File: src/rtl/serial_subtractor.sv
// Multi-cycle subtractor: computes A - B - Bin one SLICE-bit group per clock,
// LSB group first. The registered results update only when the last group is
// processed, and done pulses for the following cycle.
module serial_subtractor #(
   parameter int WIDTH = 8,
   parameter int SLICE = 1
) (
   input  logic             clk,
   input  logic             rst_n,
   input  logic             start,
   input  logic [WIDTH-1:0] A,
   input  logic [WIDTH-1:0] B,
   input  logic             Bin,
   output logic             busy,
   output logic             done,
   output logic [WIDTH-1:0] D,
   output logic             Bout,
   output logic             V,
   output logic             zero
);

   localparam int N  = WIDTH / SLICE;
   localparam int CW = (N > 1) ? $clog2(N) : 1;

   typedef enum logic {IDLE, RUN} state_t;

   state_t             state_q, state_d;
   logic [WIDTH-1:0]   a_q, a_d;
   logic [WIDTH-1:0]   b_q, b_d;
   logic [WIDTH-1:0]   res_q, res_d;
   logic               borrow_q, borrow_d;
   logic [CW-1:0]      cnt_q, cnt_d;
   logic [WIDTH-1:0]   d_q, d_d;
   logic               bout_q, bout_d;
   logic               v_q, v_d;
   logic               zero_q, zero_d;
   logic               done_q, done_d;

   logic [SLICE:0]       grp;
   logic [WIDTH+SLICE-1:0] cat;
   logic                 last;

   // Next-state and datapath: operands shift right, group differences shift into res from the top.
   always_comb begin
      state_d  = state_q;
      a_d      = a_q;
      b_d      = b_q;
      res_d    = res_q;
      borrow_d = borrow_q;
      cnt_d    = cnt_q;
      d_d      = d_q;
      bout_d   = bout_q;
      v_d      = v_q;
      zero_d   = zero_q;
      done_d   = 1'b0;

      grp  = {1'b0, a_q[SLICE-1:0]} - {1'b0, b_q[SLICE-1:0]} - {{SLICE{1'b0}}, borrow_q};
      cat  = {grp[SLICE-1:0], res_q};
      last = (cnt_q == CW'(N - 1));

      case (state_q)
         IDLE: begin
            if (start) begin
               a_d      = A;
               b_d      = B;
               borrow_d = Bin;
               cnt_d    = '0;
               res_d    = '0;
               state_d  = RUN;
            end
         end
         RUN: begin
            a_d      = a_q >> SLICE;
            b_d      = b_q >> SLICE;
            borrow_d = grp[SLICE];
            res_d    = cat[WIDTH+SLICE-1:SLICE];
            cnt_d    = cnt_q + 1'b1;
            if (last) begin
               state_d = IDLE;
               done_d  = 1'b1;
               d_d     = res_d;
               bout_d  = grp[SLICE];
               // Sign-rule form of (borrow into MSB ^ borrow out of MSB); the two are equivalent.
               v_d     = (a_q[SLICE-1] ^ b_q[SLICE-1]) & (a_q[SLICE-1] ^ grp[SLICE-1]);
               zero_d  = (res_d == '0);
            end
         end
         default: state_d = IDLE;
      endcase
   end

   // State and data registers with synchronous active-low reset.
   always_ff @(posedge clk) begin
      if (!rst_n) begin
         state_q  <= IDLE;
         a_q      <= '0;
         b_q      <= '0;
         res_q    <= '0;
         borrow_q <= 1'b0;
         cnt_q    <= '0;
         d_q      <= '0;
         bout_q   <= 1'b0;
         v_q      <= 1'b0;
         zero_q   <= 1'b1;
         done_q   <= 1'b0;
      end else begin
         state_q  <= state_d;
         a_q      <= a_d;
         b_q      <= b_d;
         res_q    <= res_d;
         borrow_q <= borrow_d;
         cnt_q    <= cnt_d;
         d_q      <= d_d;
         bout_q   <= bout_d;
         v_q      <= v_d;
         zero_q   <= zero_d;
         done_q   <= done_d;
      end
   end

   assign busy = (state_q == RUN);
   assign done = done_q;
   assign D    = d_q;
   assign Bout = bout_q;
   assign V    = v_q;
   assign zero = zero_q;

endmodule

File: config.mk
export PLATFORM = sky130hd
export DESIGN_NAME = serial_subtractor
export DESIGN_NICKNAME = d
export VERILOG_FILES = /design/src/rtl/serial_subtractor.sv
export SDC_FILE = /design/constraint.sdc
export NUM_CORES = 1
export LEC_CHECK = 0
export CORE_MARGIN = 8
export CORE_UTILIZATION = 40
export CTS_BUF_LIST = sky130_fd_sc_hd__clkbuf_8
export DETAILED_ROUTE_END_ITERATION = 16
export PLACE_DENSITY_LB_ADDON = 0.25
export SLEW_MARGIN = 20
export SYNTH_ARGS = -nofsm -noshare
export SYNTH_HDL_FRONTEND = slang
export SYNTH_SLANG_ARGS = --single-unit
File: constraint.sdc
create_clock -name clk -period 1.35 [get_ports clk]
set_input_delay 0.2025 -clock clk [delete_from_list [all_inputs] [get_ports clk]]
set_output_delay 0.2025 -clock clk [all_outputs]
set_load 0.005 [all_outputs]
## Word level (Yosys, flattened, before mapping)

Index checks and enable logic that the tools add are counted.

- Register bits: 41
- Input port bits: 20
- Output and inout bits: 13
- Logic and storage cells: 37

- $add $sub $neg: 3
- Equality and inequality tests: 2
- Muxes and demuxes: 14
- Bitwise operators: 4
- Reductions and logical operators: 3

Operator list:

| operator | count |
|---|---|
| 8-bit one-hot mux with 2 select lines | 3 |
| 8-bit two-way mux | 3 |
| 8-bit zero test | 1 |
| 3-bit one-hot mux with 2 select lines | 1 |
| 1-bit two-way mux | 4 |
| 1-bit one-hot mux with 2 select lines | 2 |
| 2-bit AND reduction | 2 |
| 3-bit by 1-bit adder with 3-bit output, second input constant | 1 |
| 3-bit == test, second input constant | 1 |
| 3-bit two-way mux | 1 |
| 2-bit inequality test, second input constant | 1 |
| 1-bit by 1-bit subtractor with 2-bit output | 1 |
| 2-bit by 1-bit subtractor with 2-bit output | 1 |
| 1-bit bitwise XOR | 2 |
| 1-bit bitwise AND | 1 |
| 1-bit inverter | 1 |

## Longest topological paths before layout

Gate-level depths: netlist (run 1).

- Word-level depth: 4
- Depth in mapped cells: 6
- Depth with buffers taken out: 5

## Least setup slack after synthesis (run 1)

OpenSTA, ideal clock, no wires.

- Kind: register -> register
- Start point: reg a_q[0]
- End point: reg zero_q, in the netlist zero
- Setup time: 0.062 ns
- Arrival time: 1.341 ns
- Required time: 1.288 ns
- Setup slack: -0.053 ns
- Cell stages (with the launch flop): 6
- Buffers on the path: 0
- Clock period less this slack: 1.403 ns
- Cell sequence: dfxtp_1 -> inv_1 -> fa_1 -> nor4b_1 -> nand3_1 -> nand3_1

- Cells in the longest elaborated chain, start to end: 3

Ends and longest elaborated chain:

| item | line | RTL |
|---|---|---|
| from (decl) | 28 | `logic [WIDTH-1:0] a_q, a_d;` |
| from (signal assigned) | 96 | `a_q <= '0;` |
| from (signal assigned) | 108 | `a_q <= a_d;` |
| 1-bit by 1-bit subtractor with 2-bit output | 57 | `grp = {1'b0, a_q[SLICE-1:0]} - {1'b0, b_q[SLICE-1:0]} - {{SLICE{1'b0}}, borrow_q};` |
| 2-bit by 1-bit subtractor with 2-bit output | 57 |  |
| 8-bit zero test | 85 | `zero_d = (res_d == '0);` |
| to (signal assigned) | 116 | `zero_q <= zero_d;` |
| to (decl) | 36 | `logic zero_q, zero_d;` |

Every way passes these cells.
A chain may end at the register's enable or synchronous reset.

## Worst setup path in the final report (run 1)

- Start point: reg borrow_q
- End point: reg zero_q, in the netlist zero

- Cells in the longest elaborated chain, start to end: 2

Ends and longest elaborated chain:

| item | line | RTL |
|---|---|---|
| from (decl) | 31 | `logic borrow_q, borrow_d;` |
| from (signal assigned) | 111 | `borrow_q <= borrow_d;` |
| 2-bit by 1-bit subtractor with 2-bit output | 57 |  |
| 8-bit zero test | 85 |  |

Every way passes these cells.

==> flow_metrics.tcl, run 1 <==
set metrics [dict create \
    synth_top_area_share_pct 44.2 \
    cts_tree "built" \
    die_area_mm2 0.00694 \
    clk_latency_ns 0.29 \
    power.leakage_nw 1.08 \
    htree_levels 2 \
    synth-edff-count 0 \
    routed_wl_mm 3.45 \
    dp.cells 275 \
    ios 33 \
    yosysTopAreaCell "dfxtp_1" \
    num_rows 24 \
    critPathMaxFanout 2 \
    p_per_area_mw_per_mm2 972 \
    yosys-top-cells-count "40 x dfxtp_1, 34 x nand2_1, 18 x mux2i_1" \
    grt_usage_pct 10.6 \
    grt_pass1_vias 1402 \
    dr_total_vias 1354 \
    final_area_mm2 0.00234 \
    sw_frac_of_total_pct 23.1 \
    hold_viol 0 \
    status "finished clean" \
    power_switching_uw 525 \
    synth_cell_type_count 30 \
    postRouteAntennaNets 0 \
    vdd_drop_max_v 0.000642 \
    relSlewSlack_pct 83.6 \
    dp.final_hpwl_mm 2.32 \
    synth_area_leaders "dfxtp_1 44%, mux2i_1 9.9%, nand2_1 7.0%" \
    syn_area_mm2 0.00181 \
    finClkSkew_ns 0.00899 \
    cts.sinks 40 \
    die_h_um 83.3 \
    antenna_found_initial 0 \
    viasPerCell 4.77 \
    gp_congestion 0.728 \
    layout-drive-gt1-share_pct 12.1 \
    avgSynthCellArea_um2 9.30 \
    required_ns 1.58 \
    cp-end-kind "flop" \
    layout.cells.non_filler 284 \
    ys_warn_count 0 \
    dr.pass1.iters 4 \
    rsz0062_at_grt "yes" \
    fin_ws_ns 0.0372 \
    p_seq_share_pct 54.7 \
    drt_iter0_drc 99 \
    critical_path_class "reg -> reg" \
    clkPwrFrac_pct 31.9 \
    fmax_mhz 762 \
    fin_crit_ns 1.31 \
    multiInputGateArea_um2 913 \
    synth_nets 219 \
    io_buffer_count 32 \
    start_util_pct 41.6 \
    synth_ff_type "dfxtp_1" \
    die_w_um 83.3 \
    min_path_type "reg -> reg" \
    syn_inst 195 \
    fin_nets 256 \
    tns_ns 0 \
    finalSetupViolations 0 \
    areaGrowthSynthToFinish_pct 28.8 \
    preCtsSetupSlack_ns -0.109 \
    timing.final.max_slew_violations 0 \
    drc 0 \
    critPathArrivalTime_ns 1.54 \
    n_antenna_cell 0 \
    cp-start-kind "flop" \
    overflow 0 \
    post_drt_wl_per_cell_um 12.1 \
    tightest_slew_ns 0.244 \
    fillers 402 \
    comb_power_share_pct 13.4 \
    ys_seq_area_share_pct 44.2 \
    synth_seq_cells 40 \
    cts_buffers 5 \
    final_util_pct 53.6 \
    ys_async_sr_fraction_pct 0 \
    grt_pass1_wl_mm 6.23 \
    core_mm2 0.00435 \
    cts_buffer_depth 2 \
    finalCritPeriodShare_pct 97.2 \
    internal_power_mw 1.75 \
    cap_violations 0 \
    ff_latch_area_um2 805 \
    place_area_mm2 0.00221 \
    clock-root-buffer "clkbuf_8" \
    synth_most_common_cell "dfxtp_1" \
    clk_pin_slew_ns 0.07 \
    grt_start_max_net_pins 40 \
]
==> layout by cell type, fill, tap and decap left out, drive strengths merged, types with 3 or more instances in the layout <==
| master | n |
|---|---|
| inv | 4 |
| nor2b | 10 |
| dfxtp | 40 |
| a21oi | 8 |
| nor3b | 10 |
| nand2 | 35 |
| clkdlybuf4s50 | 21 |
| mux2i | 18 |
| ha | 3 |
| buf | 11 |
| a21boi | 9 |
| clkbuf | 5 |
| dlymetal6s2s | 10 |
| and2 | 17 |
| nor2 | 3 |
| o21ai | 15 |
| nand3 | 3 |
==> routing by layer <==
layer	track usage [%]	share of wire (%)
met5	0	0
met2	16.8	42
met3	3.42	4.4
met1	12.4	51
met4	5.27	1.7
==> cell families (layout without fill, tap and decap cells) <==
group | after synthesis | count (layout) | share of synthesized area, %
AOI/OAI and AO/OA | 34 | 34 | 11.9
xor gates and xnor gates | 1 | 1 | 0.483
adders and majority gates | 4 | 4 | 3.17
buffers and inverters | 17 | 53 | 6.76
DFF | 40 | 40 | 44.2
muxes | 18 | 18 | 9.94
and+or+nand+nor | 81 | 82 | 23.6
==> registers in the layout (all words and copies together), names as in the netlist <==
signal	cells
res_q	7
a_q	8
busy	1
Bout	1
borrow_q	1
zero	1
V	1
D	8
cnt_q	3
done	1
b_q	8
==> worst paths after layout <==
check | from | end | slack, ns | cells after the start
hold / removal | Bout | Bout | 0.45 | 2
hold reg to reg | Bout | Bout | 0.45 | 2
setup / recovery | borrow_q | zero | 0.04 | 4
setup reg to reg | borrow_q | zero | 0.04 | 4
==> worst max-delay path: stages, from the launching register on <==
cell and delay (ns):
dfxtp_2 0.33, fa_1 0.57, nor4b_4 0.19, nand3_1 0.10, nand3_1 0.08
==> repair_timing <==
action / in CTS / in global routing
hold buffers: 0 / 0
buffers inserted: 1 / 0
setup endpoints to repair: 2 / 14
pin swaps: 0 / 2
cloned: 0 / 1
endpoints found under the hold margin: 0 / 0
gates resized for setup: 2 / 14
==> power by group through the flow <==
stage                     Combinational (mW)  Clock [mW]  Sequential [mW]
after floorplan                        0.186           0             1.27
final                                  0.305       0.723             1.24
after global routing                   0.342       0.811             1.25
after CTS                              0.301       0.754             1.24
after detailed placement               0.295           0             1.27
after global placement                 0.293           0             1.27
==> area by class of cell <==
type / count / area share, %
Sequential cell: 40 / 34.4
Inverter: 3 / 0.482
Clock buffer: 5 / 2.95
Multi-Input combinational cell: 139 / 39.1
Clock inverter: 2 / 0.375
Tap cell: 52 / 2.79
Timing Repair Buffer: 43 / 19.9
==> metrics by stage <==
stage	power, mW	hold slack (ns)
after global placement	1.56	0.443
after floorplan	1.45	0.350
after global routing	2.40	0.483
after detailed placement	1.56	0.445
after CTS	2.30	0.455
final	2.27	0.450
No activity file was read; power rests on OpenSTA's default activity.
==> inputs of run 2 (changes only) <==
--- a/config.mk
+++ b/config.mk
@@ -9,6 +9,7 @@
 export CORE_UTILIZATION = 40
 export CTS_BUF_LIST = sky130_fd_sc_hd__clkbuf_8
 export DETAILED_ROUTE_END_ITERATION = 16
+export MAX_ROUTING_LAYER = met4
 export PLACE_DENSITY_LB_ADDON = 0.25
 export SLEW_MARGIN = 20
 export SYNTH_ARGS = -nofsm -noshare
==> results of run 2 <==
The final DEF is identical to that of run 1; final timing and power are the same.
Main changes from that run: final weighted congestion in routability-driven placement 0.728 -> 0.736; overall routing resource usage 10.6% -> 10.9%; violation count after the first detailed-route iteration 99 -> 104
==> inputs of run 3 (changes only) <==
--- a/config.mk
+++ b/config.mk
@@ -8,6 +8,7 @@
 export CORE_MARGIN = 8
 export CORE_UTILIZATION = 40
 export CTS_BUF_LIST = sky130_fd_sc_hd__clkbuf_8
+export CTS_CLUSTER_DIAMETER = 40
 export DETAILED_ROUTE_END_ITERATION = 16
 export MAX_ROUTING_LAYER = met4
 export PLACE_DENSITY_LB_ADDON = 0.25
==> results of run 3 <==
The final DEF is identical to that of run 1; final timing and power are the same.
Main changes from that run: final weighted congestion in routability-driven placement 0.728 -> 0.736; overall routing resource usage 10.6% -> 10.9%; violation count after the first detailed-route iteration 99 -> 104
